**config.mk**
```make
export PLATFORM = sky130hd
export DESIGN_NAME = rate_tick_counter_flat
export DESIGN_NICKNAME = d
export VERILOG_FILES = /design/src/rtl/rate_tick_counter_if.sv /design/src/rtl/rate_tick_counter.sv /design/src/flat_wrapper.sv
export SDC_FILE = /design/constraint.sdc
export NUM_CORES = 1
export LEC_CHECK = 0
export CELL_PAD_IN_SITES_DETAIL_PLACEMENT = 0
export CELL_PAD_IN_SITES_GLOBAL_PLACEMENT = 1
export CORE_AREA = 2 2 78 80
export CTS_CLUSTER_DIAMETER = 80
export DETAILED_ROUTE_END_ITERATION = 16
export DIE_AREA = 0 0 80 82
export PLACE_DENSITY_LB_ADDON = 0.1
export SYNTH_ARGS = -nofsm -noshare
export SYNTH_HDL_FRONTEND = slang
export SYNTH_SLANG_ARGS = --single-unit
```
**constraint.sdc**
```tcl
create_clock -name clock -period 4.5 [get_ports clock]
set_input_delay 0.675 -clock clock [delete_from_list [all_inputs] [get_ports clock]]
set_output_delay 0.675 -clock clock [all_outputs]
set_load 0.01 [all_outputs]
```
**src/rtl/rate_tick_counter_if.sv**
```systemverilog
// Control and display bus of the rate divider / display counter.
// master drives the controls, slave is the counter that returns tick/count/wrap.
interface rate_tick_counter_if #(
  parameter int COUNT_W = 4
) ();
  logic               enable;
  logic [1:0]         sel;
  logic               up_down;
  logic               load;
  logic [COUNT_W-1:0] load_val;
  logic               tick;
  logic [COUNT_W-1:0] count;
  logic               wrap;

  modport master (
    output enable, sel, up_down, load, load_val,
    input  tick, count, wrap
  );

  modport slave (
    input  enable, sel, up_down, load, load_val,
    output tick, count, wrap
  );
endinterface

```
**src/rtl/rate_tick_counter.sv**
```systemverilog
// Divides the board clock into one of four tick rates and advances a
// loadable up/down modulo counter on each tick; wrap cascades to the next digit.
module rate_tick_counter #(
  parameter int CLK_HZ    = 50000000,
  parameter int COUNT_W   = 4,
  parameter int COUNT_MAX = 15
) (
  input  logic clock,
  input  logic clear_b,
  rate_tick_counter_if.slave bus
);

  localparam int Q_W = $clog2(4 * CLK_HZ);
  localparam logic [Q_W-1:0]     P1_M1 = Q_W'(CLK_HZ - 1);
  localparam logic [Q_W-1:0]     P2_M1 = Q_W'(2 * CLK_HZ - 1);
  localparam logic [Q_W-1:0]     P4_M1 = Q_W'(4 * CLK_HZ - 1);
  localparam logic [COUNT_W-1:0] MAX_C = COUNT_W'(COUNT_MAX);

  logic [Q_W-1:0]     q_reg, q_next;
  logic [1:0]         sel_q_reg, sel_q_next;
  logic               tick_reg, tick_next;
  logic [COUNT_W-1:0] count_reg, count_next;
  logic               wrap_reg, wrap_next;

  function automatic logic [Q_W-1:0] reload_of(input logic [1:0] s);
    case (s)
      2'd0:    return '0;
      2'd1:    return P1_M1;
      2'd2:    return P2_M1;
      default: return P4_M1;
    endcase
  endfunction

  // A rate change always wins, even while frozen, so the new period starts cleanly.
  always_comb begin
    q_next     = q_reg;
    sel_q_next = sel_q_reg;
    tick_next  = 1'b0;
    if (bus.sel != sel_q_reg) begin
      sel_q_next = bus.sel;
      q_next     = reload_of(bus.sel);
    end else if (bus.enable) begin
      if (q_reg == '0) begin
        q_next    = reload_of(sel_q_reg);
        tick_next = 1'b1;
      end else begin
        q_next = q_reg - Q_W'(1);
      end
    end
  end

  // The counter follows the tick decided on this same edge; load overrides it.
  always_comb begin
    count_next = count_reg;
    wrap_next  = 1'b0;
    if (bus.load) begin
      count_next = bus.load_val;
    end else if (tick_next) begin
      if (bus.up_down) begin
        if (count_reg >= MAX_C) begin
          count_next = '0;
          wrap_next  = 1'b1;
        end else begin
          count_next = count_reg + COUNT_W'(1);
        end
      end else begin
        if (count_reg == '0) begin
          count_next = MAX_C;
          wrap_next  = 1'b1;
        end else begin
          count_next = count_reg - COUNT_W'(1);
        end
      end
    end
  end

  always_ff @(posedge clock or negedge clear_b) begin
    if (!clear_b) begin
      q_reg     <= '0;
      sel_q_reg <= 2'd0;
      tick_reg  <= 1'b0;
      count_reg <= '0;
      wrap_reg  <= 1'b0;
    end else begin
      q_reg     <= q_next;
      sel_q_reg <= sel_q_next;
      tick_reg  <= tick_next;
      count_reg <= count_next;
      wrap_reg  <= wrap_next;
    end
  end

  assign bus.tick  = tick_reg;
  assign bus.count = count_reg;
  assign bus.wrap  = wrap_reg;

endmodule
```
**src/flat_wrapper.sv**
```systemverilog
// flat-port wrapper written by rule: the top's interface ports become plain ports
module rate_tick_counter_flat 
#(
  parameter int CLK_HZ    = 50000000,
  parameter int COUNT_W   = 4,
  parameter int COUNT_MAX = 15
)
  (clock, clear_b, bus_enable, bus_sel, bus_up_down, bus_load, bus_load_val, bus_tick, bus_count, bus_wrap);
  rate_tick_counter_if #(.COUNT_W(COUNT_W)) bus_i ();
  input  logic clock;
  input  logic clear_b;
  input wire logic [$bits(bus_i.enable)-1:0] bus_enable;
  input wire logic [$bits(bus_i.sel)-1:0] bus_sel;
  input wire logic [$bits(bus_i.up_down)-1:0] bus_up_down;
  input wire logic [$bits(bus_i.load)-1:0] bus_load;
  input wire logic [$bits(bus_i.load_val)-1:0] bus_load_val;
  output wire logic [$bits(bus_i.tick)-1:0] bus_tick;
  output wire logic [$bits(bus_i.count)-1:0] bus_count;
  output wire logic [$bits(bus_i.wrap)-1:0] bus_wrap;
  assign bus_i.enable = bus_enable;
  assign bus_i.sel = bus_sel;
  assign bus_i.up_down = bus_up_down;
  assign bus_i.load = bus_load;
  assign bus_i.load_val = bus_load_val;
  assign bus_tick = bus_i.tick;
  assign bus_count = bus_i.count;
  assign bus_wrap = bus_i.wrap;
  rate_tick_counter #(.CLK_HZ(CLK_HZ), .COUNT_W(COUNT_W), .COUNT_MAX(COUNT_MAX)) u_core (.clock(clock), .clear_b(clear_b), .bus(bus_i));
endmodule
```
==> results_dict.tcl, run 1 <==
set metrics [dict create \
    cp.arrival_ps 3210 \
    ctsResizeCount 0 \
    yosysMostFrequentCell "dfrtp_1" \
    port_buffers 16 \
    worst_pin_slew_ps 852 \
    drtIter0Drc 311 \
    p_clk_share_pct 26.5 \
    path_cells "or4_4, nor4_4, nand4_1, a31oi_1, o22a_1" \
    syn_inst 320 \
    synth_area_per_cell_um2 8.48 \
    post_cts.repair.setup_buffers 0 \
    async_flop_share_pct 100 \
    cts_made_buffers 5 \
    r2r_slack_ps 1510 \
    synth_seq_cells 36 \
    power.switching_uw 345 \
    crit_fanout 10 \
    crit_cells 5 \
    synth_edf_count 0 \
    largest_reg_flops 28 \
    grt_pass1_wl_mm 13.5 \
    p_seq_share_pct 46.4 \
    tns_ps 0 \
    area_growth_pct 12.3 \
    cp_top_family "simple AND/OR/NAND/NOR gates" \
    finalNonFillerCells 414 \
    hold_violations 0 \
    leakagePower_uw 0.00123 \
    synth_commonest_cells "dfrtp_1 (36), nor2_1 (32), nand2_1 (26), a21oi_1 (22), inv_1 (17)" \
    syn_area_mm2 0.00271 \
    route.detailed.drc 0 \
    slowest_delay_ps 760 \
    hold_path_class "in2async" \
    die_w_um 80 \
    ys.flop_type "dfrtp_1" \
    worstSkewPairLatency_ps 290 \
    slew_headroom_pct 42.8 \
    routed_via_density 6.67 \
    finalCriticalPeriod_ps 2990 \
    report.final.slew_viol_count 0 \
    diodes 0 \
    fmaxAchievable_mhz 335 \
    drt-pass1-iter-count 6 \
    cts_hold_buffers 0 \
    rsz0062_at_grt "false" \
    antenna_found_initial 0 \
    crit_type "reg2reg" \
    wl_per_cell_um 20.2 \
    path_buf_inv 0 \
    grt_pass1_vias 2626 \
    reg2reg_depth 5 \
    p_per_area_mw_per_mm2 308 \
    post-route-period-util_pct 66.4 \
    clock-sinks 36 \
    overflow 0 \
    ys_types 64 \
    maxCapViolations 0 \
    clk_path_buf_depth 2 \
    htree_levels 2 \
    critPathLaunchType "flop" \
    initial_core_util_pct 47.2 \
    seq_area_um2 901 \
    drive_gt1_share_pct 9.14 \
    yosysWarnings 0 \
    place.gp.congestion 0.959 \
    cts_tree "yes" \
    grt_max_degree 37 \
    vias 2761 \
    final_nets 361 \
    die-height_um 82 \
    yosysTopAreaCellShare_pct 33.2 \
    io_pins 17 \
    max-vdd-ir-drop_mv 0.162 \
    root_buffer "clkbuf_8" \
    track_usage_pct 26.9 \
    rows 28 \
    required_ps 4730 \
    post-place-cells 406 \
    final-setup-viol-count 0 \
    multi_input_area_mm2 0.00170 \
    outcome "complete, no violations" \
    die_area_mm2 0.00656 \
    synthTopCellsByArea "dfrtp_1 (33%), ha_1 (5.5%), nor2_1 (4.4%), a21oi_1 (4.1%), a31oi_1 (3.7%)" \
    finalWirelength_mm 8.36 \
    ys_seq_area_share_pct 33.2 \
    ant_nets 0 \
    critical_path.slowest_cell "nor4_4" \
    clk_pin_slew_ps 80 \
    swShare_pct 36.7 \
    cp-end-kind "flop" \
    synth_nets 343 \
    fill_cells 582 \
    hpwl_mm 6.01 \
    core_mm2 0.00575 \
    yosys.area.top_type "dfrtp_1" \
    internal_power_uw 595 \
    finClkSkew_ps 5.87 \
    combPwrFrac_pct 27.0 \
]
==> cell usage in the layout, fill, tap and decap left out, types with 3 or more instances in the layout <==
master and count:
a31oi_1 16, or4_1 3, nor3_1 16, a21oi_1 22, a41oi_1 3, clkdlybuf4s50_1 15
ha_1 12, nor2_1 32, buf_4 5, o41ai_1 3, a22oi_1 5, nor4_1 5
o211ai_1 7, inv_1 17, o22a_1 7, o21ai_0 15, nand4_1 7, clkbuf_8 6
nand2_1 26, a221o_1 3, xnor2_1 3, or3_1 3, mux2i_1 6, dfrtp_1 36
xor2_1 3, nand3_1 8, and3_1 4, a311oi_1 4
==> routing by layer <==
metal  wire, um  part of all wire (%)  track usage [%]
met5          0                     0                0
met4        137                   1.6             6.10
met3        695                   8.3             7.69
met2       3820                    46             42.9
met1       3710                    44             36.2
==> power by group through the flow <==
stage	clock (uW)	sequential, uW	combinational (uW)
2_1_floorplan	0	420	179
3_3_place_gp	0	439	249
3_5_place_dp	0	439	249
4_1_cts	250	433	249
5_1_grt	261	443	281
6_report	249	436	254
==> per-stage QoR <==
step	cell area, um2	util (%)	hold slack, ps	power, uW	setup slack (ps)
3_5_place_dp	2960	51.5	514	688	1530
4_1_cts	3050	53.0	523	932	1590
3_3_place_gp	2960	51.5	512	688	1530
6_report	3050	53.0	489	939	1510
2_1_floorplan	2710	-	379	599	2170
5_1_grt	3050	53.0	555	985	1390
==> worst register-to-register path, delay by kind of cell, from the launching register on <==
kind / cells / cell delay (ps)
AOI/OAI and AO/OA: 2 / 500
DFF: 1 / 460
and+or+nand+nor: 3 / 1970
==> layout make-up <==
| class | instances | share of cell area, % |
|---|---|---|
| clock buffers | 8 | 2.96 |
| inverters | 18 | 2.22 |
| multi-input cells | 256 | 55.9 |
| flip-flops and latches | 36 | 29.6 |
| well taps | 75 | 3.08 |
| repair buffers | 21 | 6.32 |
==> final timing paths <==
kind                                  startpoint          endpoint
worst min-delay path                     clear_b  u_core.q_reg[25]
max in group asynchronous                clear_b  u_core.q_reg[11]
worst max-delay path            u_core.q_reg[10]   u_core.q_reg[4]
worst min register to register  u_core.q_reg[27]  u_core.q_reg[27]
worst max register to register  u_core.q_reg[10]   u_core.q_reg[4]
min in group clock              u_core.q_reg[27]  u_core.q_reg[27]
==> cell families after synthesis <==
logic type      after synthesis  synth area share [%]
fa+ha+maj                    12                  5.53
flops                        36                  33.2
mux                           6                  2.21
simple gates                124                  25.1
xor+xnor                      6                  1.94
compound gates              108                  28.0
buf+inv                      28                  4.06
(Power assumes the default switching activity.)
==> inputs of run 2 (changes only) <==
- CORE_AREA: 2 2 78 80 -> 2 2 85 87
- DIE_AREA: 0 0 80 82 -> 0 0 87 89
- clock period: 4.5 -> 2.7 ns (I/O delays scaled with it)
==> run 2 against run 1 <==
  * Clock skew is 1.9 ps lower
  * Sequential share of layout area is 1.7 points lower
  * Non-clock buffer count grew 23
  * Setup slack got worse by 1400 ps
  * Register-to-register slack worse by 1400 ps
  * Clock power grew 75%
  * Core utilization fell by 4.9 points
  * Design area grew 6.1%
  * Power up 74%
  * Critical path type unchanged
  * Highest routed layer unchanged
==> results_dict.tcl, run 2 (same netlist as run 1, synthesis figures left out) <==
set metrics [dict create \
    max-vdd-ir-drop_mv 0.262 \
    worstReg2RegStart "u_core.q_reg[17]" \
    p_per_area_mw_per_mm2 504 \
    vias 2768 \
    tns_ps 0 \
    ctsResizeCount 0 \
    grt_pass1_wl_mm 14.5 \
    die_w_um 87 \
    clk_path_buf_depth 2 \
    finClkSkew_ps 4.01 \
    slowest_delay_ps 500 \
    fmaxAchievable_mhz 394 \
    wl_per_cell_um 20.6 \
    die_area_mm2 0.00774 \
    cts_tree "yes" \
    worst_pin_slew_ps 893 \
    slew_headroom_pct 39.8 \
    hold_violations 0 \
    whs_ps 217 \
    maxCapViolations 0 \
    drive_gt1_share_pct 15.2 \
    clock-sinks 36 \
    post_cts.repair.setup_buffers 0 \
    grt_max_degree 37 \
    ant_nets 0 \
    post-place-cells 434 \
    worstSkewPairLatency_ps 290 \
    setup_slack_ps 160 \
    largest_reg_flops 28 \
    reg2reg_depth 5 \
    antenna_found_initial 0 \
    track_usage_pct 24.6 \
    r2r_slack_ps 160 \
    critPathLaunchType "flop" \
    diodes 0 \
    final_nets 384 \
    crit_type "reg2reg" \
    pre_cts_slack_ps 187 \
    leakagePower_uw 0.00135 \
    finalNonFillerCells 441 \
    cp.arrival_ps 2730 \
    outcome "complete, no violations" \
    die-height_um 89 \
    fin_util_pct 48.1 \
    htree_levels 2 \
    crit_fanout 5 \
    area_growth_pct 19.1 \
    hpwl_mm 6.72 \
    cts_made_buffers 5 \
    required_ps 2890 \
    finalWirelength_mm 9.07 \
    rows 30 \
    routed_via_density 6.28 \
    cts_hold_buffers 0 \
    core_mm2 0.00672 \
    path_cells "nor4_2, nand3_1, nor4_1, o21ai_0, a221oi_1" \
    initial_core_util_pct 40.4 \
    overflow 0 \
    io_pins 17 \
    timing.rr.end "u_core.q_reg[5]" \
    clk_pin_slew_ps 80 \
    drt-pass1-iter-count 5 \
    final_cell_mix "dfrtp_1 (36), nor2_1 (32), buf_4 (28), nand2_1 (26), a21oi_1 (22)" \
    root_buffer "clkbuf_8" \
    hold_path_class "in2async" \
    rsz0062_at_grt "false" \
    port_buffers 16 \
    place.gp.congestion 0.939 \
    final_common_cell "dfrtp_1" \
    post-route-period-util_pct 94.1 \
    report.final.slew_viol_count 0 \
    route.detailed.drc 0 \
    cp-end-kind "flop" \
    grt_pass1_vias 2633 \
    final-setup-viol-count 0 \
    critical_path.slowest_cell "nor4_2" \
    drtIter0Drc 265 \
    finalCriticalPeriod_ps 2540 \
]
run 2: changes by cell type in the layout (fill, tap and decap cells not counted), sizes merged:
cell	delta
buf	+23
clkbuf	-1
run 2: worst max-delay path: cells and delay by family (launching register included):
kind	cells	cell delay [ps]
AO/OA/AOI/OAI	2	770
flip-flops	1	440
AND/OR/NAND/NOR	3	1220
run 2: metrics by stage:
stage	total power (uW)	cell area (um2)
6_report	1630	3230
5_1_grt	1720	3230
4_1_cts	1640	3230
3_5_place_dp	1200	3140
3_3_place_gp	1200	3140
2_1_floorplan	998	2710
run 2: metal layers:
metal	up-vias	track usage [%]	part of all wire, %
li1	1318	-	-
met1	1315	36.5	48
met2	124	38.1	45
met3	11	2.68	6.5
met4	0	6.68	1.1
met5	-	0	0
run 2: cell type report:
cell class / instances / area, um2
flip-flops and latches: 36 / 901
well taps: 80 / 100
fillers: 693 / 3490
repair buffers: 44 / 365
inverters: 18 / 67.6
clock buffers: 7 / 96.3
multi-input cells: 256 / 1700
run 2: how the worst max path moves through the flow:
stage                      from               end  slack, ps  cells past startpoint
2_1_floorplan  u_core.q_reg[10]  u_core.q_reg[11]        370                      5
3_3_place_gp   u_core.q_reg[17]  u_core.q_reg[26]        190                      7
3_5_place_dp         bus_sel[1]  u_core.q_reg[22]        190                      5
4_1_cts        u_core.q_reg[10]   u_core.q_reg[8]        260                      6
5_1_grt        u_core.q_reg[19]   u_core.q_reg[5]         60                      5
6_report       u_core.q_reg[17]   u_core.q_reg[5]        160                      5
run 2: power by group:
group | internal (uW) | switching (uW)
combinational | 197 | 273
clock | 228 | 207
sequential | 612 | 113
total | 1040 | 594
==> inputs of run 3 (changes only) <==
- ABC_AREA: not set -> 1
- CORE_AREA: 2 2 85 87 -> 2 2 87 89
- DIE_AREA: 0 0 87 89 -> 0 0 89 91
==> run 3 against run 2 <==
  * Synthesized cell count increased by 23%
  * First-iteration DRC count down 53%
  * Register-to-register slack better by 680 ps
  * Critical path type is now in2reg
  * Non-clock buffer count fell by 25
  * Global-route usage decreased by 5.4 points
==> results_dict.tcl, run 3 <==
set metrics [dict create \
    worst_pin_slew_ps 858 \
    cts_tree "yes" \
    ys_types 35 \
    cp-end-kind "flop" \
    synth_edf_count 0 \
    area_growth_pct 13.4 \
    cts_made_buffers 5 \
    die_w_um 89 \
    combPwrFrac_pct 30.5 \
    root_buffer "clkbuf_8" \
    final_cell_mix "nand2_1 (91), inv_1 (50), nor2_1 (49), dfrtp_1 (36), nand3_1 (31)" \
    clk_pin_slew_ps 80 \
    endpoint "u_core.q_reg[9]" \
    yosysTopAreaCellShare_pct 32.1 \
    wl_per_cell_um 13.9 \
    io_pins 17 \
    cpMostUsedCell "nand2_2" \
    drive_gt1_share_pct 12.6 \
    critical_path.startpoint "bus_sel[1]" \
    p_total_uw 1860 \
    htree_levels 2 \
    rsz0062_at_grt "false" \
    synth_commonest_cells "nand2_1 (91), inv_1 (50), nor2_1 (49), dfrtp_1 (36), nand3_1 (31)" \
    synth_seq_cells 36 \
    hold_path_class "in2async" \
    ant_nets 0 \
    clk_path_buf_depth 2 \
    track_usage_pct 19.3 \
    r2r_slack_ps 840 \
    slowest_delay_ps 560 \
    synth_area_per_cell_um2 7.13 \
    worstReg2RegStart "u_core.q_reg[0]" \
    syn_inst 394 \
    overflow 0 \
    path_cells "clkdlybuf4s50_1, xnor2_1, nand2_2, inv_2, nand2_2, buf_4, nand2_1, xor2_1, a21oi_1" \
    finClkSkew_ps 7.10 \
    route.detailed.drc 0 \
    cp_top_family "buffers and inverters" \
    post_cts.repair.setup_buffers 0 \
    yosys.area.top_type "dfrtp_1" \
    leakagePower_uw 0.00156 \
    final_common_cell "nand2_1" \
    yosysWarnings 0 \
    worstSkewPairLatency_ps 290 \
    grt_max_degree 37 \
    final_nets 435 \
    grt_pass1_wl_mm 12.1 \
    hpwl_mm 5.43 \
    antenna_found_initial 0 \
    core_mm2 0.00714 \
    finalWirelength_mm 7.14 \
    synthTopCellsByArea "dfrtp_1 (32%), nand2_1 (12%), inv_1 (6.7%), nor2_1 (6.5%), nand3_1 (5.5%)" \
    critical_path.slowest_cell "clkdlybuf4s50_1" \
    ctsResizeCount 0 \
    clock-sinks 36 \
    grt_pass1_vias 2467 \
    die_area_mm2 0.00810 \
    outcome "complete, no violations" \
    cp.arrival_ps 2170 \
    port_buffers 16 \
    post-route-period-util_pct 73.9 \
    rows 31 \
    crit_fanout 23 \
    crit_cells 9 \
    cts_hold_buffers 0 \
    power.switching_uw 689 \
    place.gp.congestion 0.811 \
    final-setup-viol-count 0 \
    ys.flop_type "dfrtp_1" \
    initial_core_util_pct 39.4 \
    fmaxAchievable_mhz 501 \
    largest_reg_flops 28 \
    pre_cts_slack_ps 372 \
    max-vdd-ir-drop_mv 0.212 \
    finalCriticalPeriod_ps 2000 \
    required_ps 2880 \
    tns_ps 0 \
    vias 2435 \
    async_flop_share_pct 100 \
    report.final.slew_viol_count 0 \
    internal_power_uw 1170 \
    setup_slack_ps 704 \
    drtIter0Drc 124 \
    routed_via_density 4.76 \
    p_clk_share_pct 29.1 \
    yosysMostFrequentCell "nand2_1" \
    diodes 0 \
    p_seq_share_pct 40.4 \
    path_buf_inv 3 \
    swShare_pct 37.0 \
    maxCapViolations 0 \
    timing.rr.end "u_core.q_reg[20]" \
    p_per_area_mw_per_mm2 585 \
    hold_violations 0 \
    critPathLaunchType "input port" \
    drt-pass1-iter-count 4 \
    crit_type "in2reg" \
    syn_area_mm2 0.00281 \
    ys_seq_area_share_pct 32.1 \
    reg2reg_depth 11 \
    die-height_um 91 \
    slew_headroom_pct 42.8 \
    synth_nets 417 \
]
-- run 3: worst min path at each step --
| stage | to |
|---|---|
| after floorplan | u_core.bus.count[0] |
| after global placement | u_core.q_reg[0] |
| after detailed placement | u_core.q_reg[0] |
| after CTS | u_core.q_reg[2] |
| after global routing | u_core.q_reg[23] |
| final | u_core.q_reg[2] |
-- run 3: routing by layer --
metal  vias up  track usage [%]  wire, um
li1       1287                -         -
met1      1099             27.1      3460
met2        41             31.1      3340
met3         8             2.73       264
met4         0             4.73        72
met5         -                0         0
-- run 3: logic make-up after synthesis --
| logic type | after synthesis | share of synthesized area [%] |
|---|---|---|
| xor+xnor | 21 | 6.55 |
| simple gates | 213 | 36.5 |
| fa+ha+maj | 12 | 5.35 |
| compound gates | 47 | 10.0 |
| flops | 36 | 32.1 |
| buf+inv | 65 | 9.49 |
-- run 3: per-stage QoR --
| step | hold slack (ps) | cells | area, um2 | utilization, % |
|---|---|---|---|---|
| detailed placement | 515 | 504 | 3060 | 42.8 |
| finish | 213 | 512 | 3180 | 44.6 |
| global placement | 509 | 504 | 3060 | 42.8 |
| global route | 296 | 512 | 3180 | 44.6 |
| floorplan | 109 | 394 | 2810 | - |
| CTS | 256 | 512 | 3180 | 44.6 |
-- run 3: layout make-up --
| cell class | count | area [um2] |
|---|---|---|
| fillers | 789 | 3950 |
| multi-input cells | 293 | 1640 |
| clock buffers | 7 | 96.3 |
| inverters | 57 | 214 |
| well taps | 99 | 124 |
| clock inverters | 1 | 30.0 |
| flip-flops and latches | 36 | 901 |
| repair buffers | 19 | 178 |
-- run 3: power by group through the flow --
stage	clock, uW	combinational, uW	sequential [uW]
global route	580	653	773
global placement	0	567	766
finish	543	567	753
detailed placement	0	569	763
floorplan	0	427	734
CTS	559	573	753
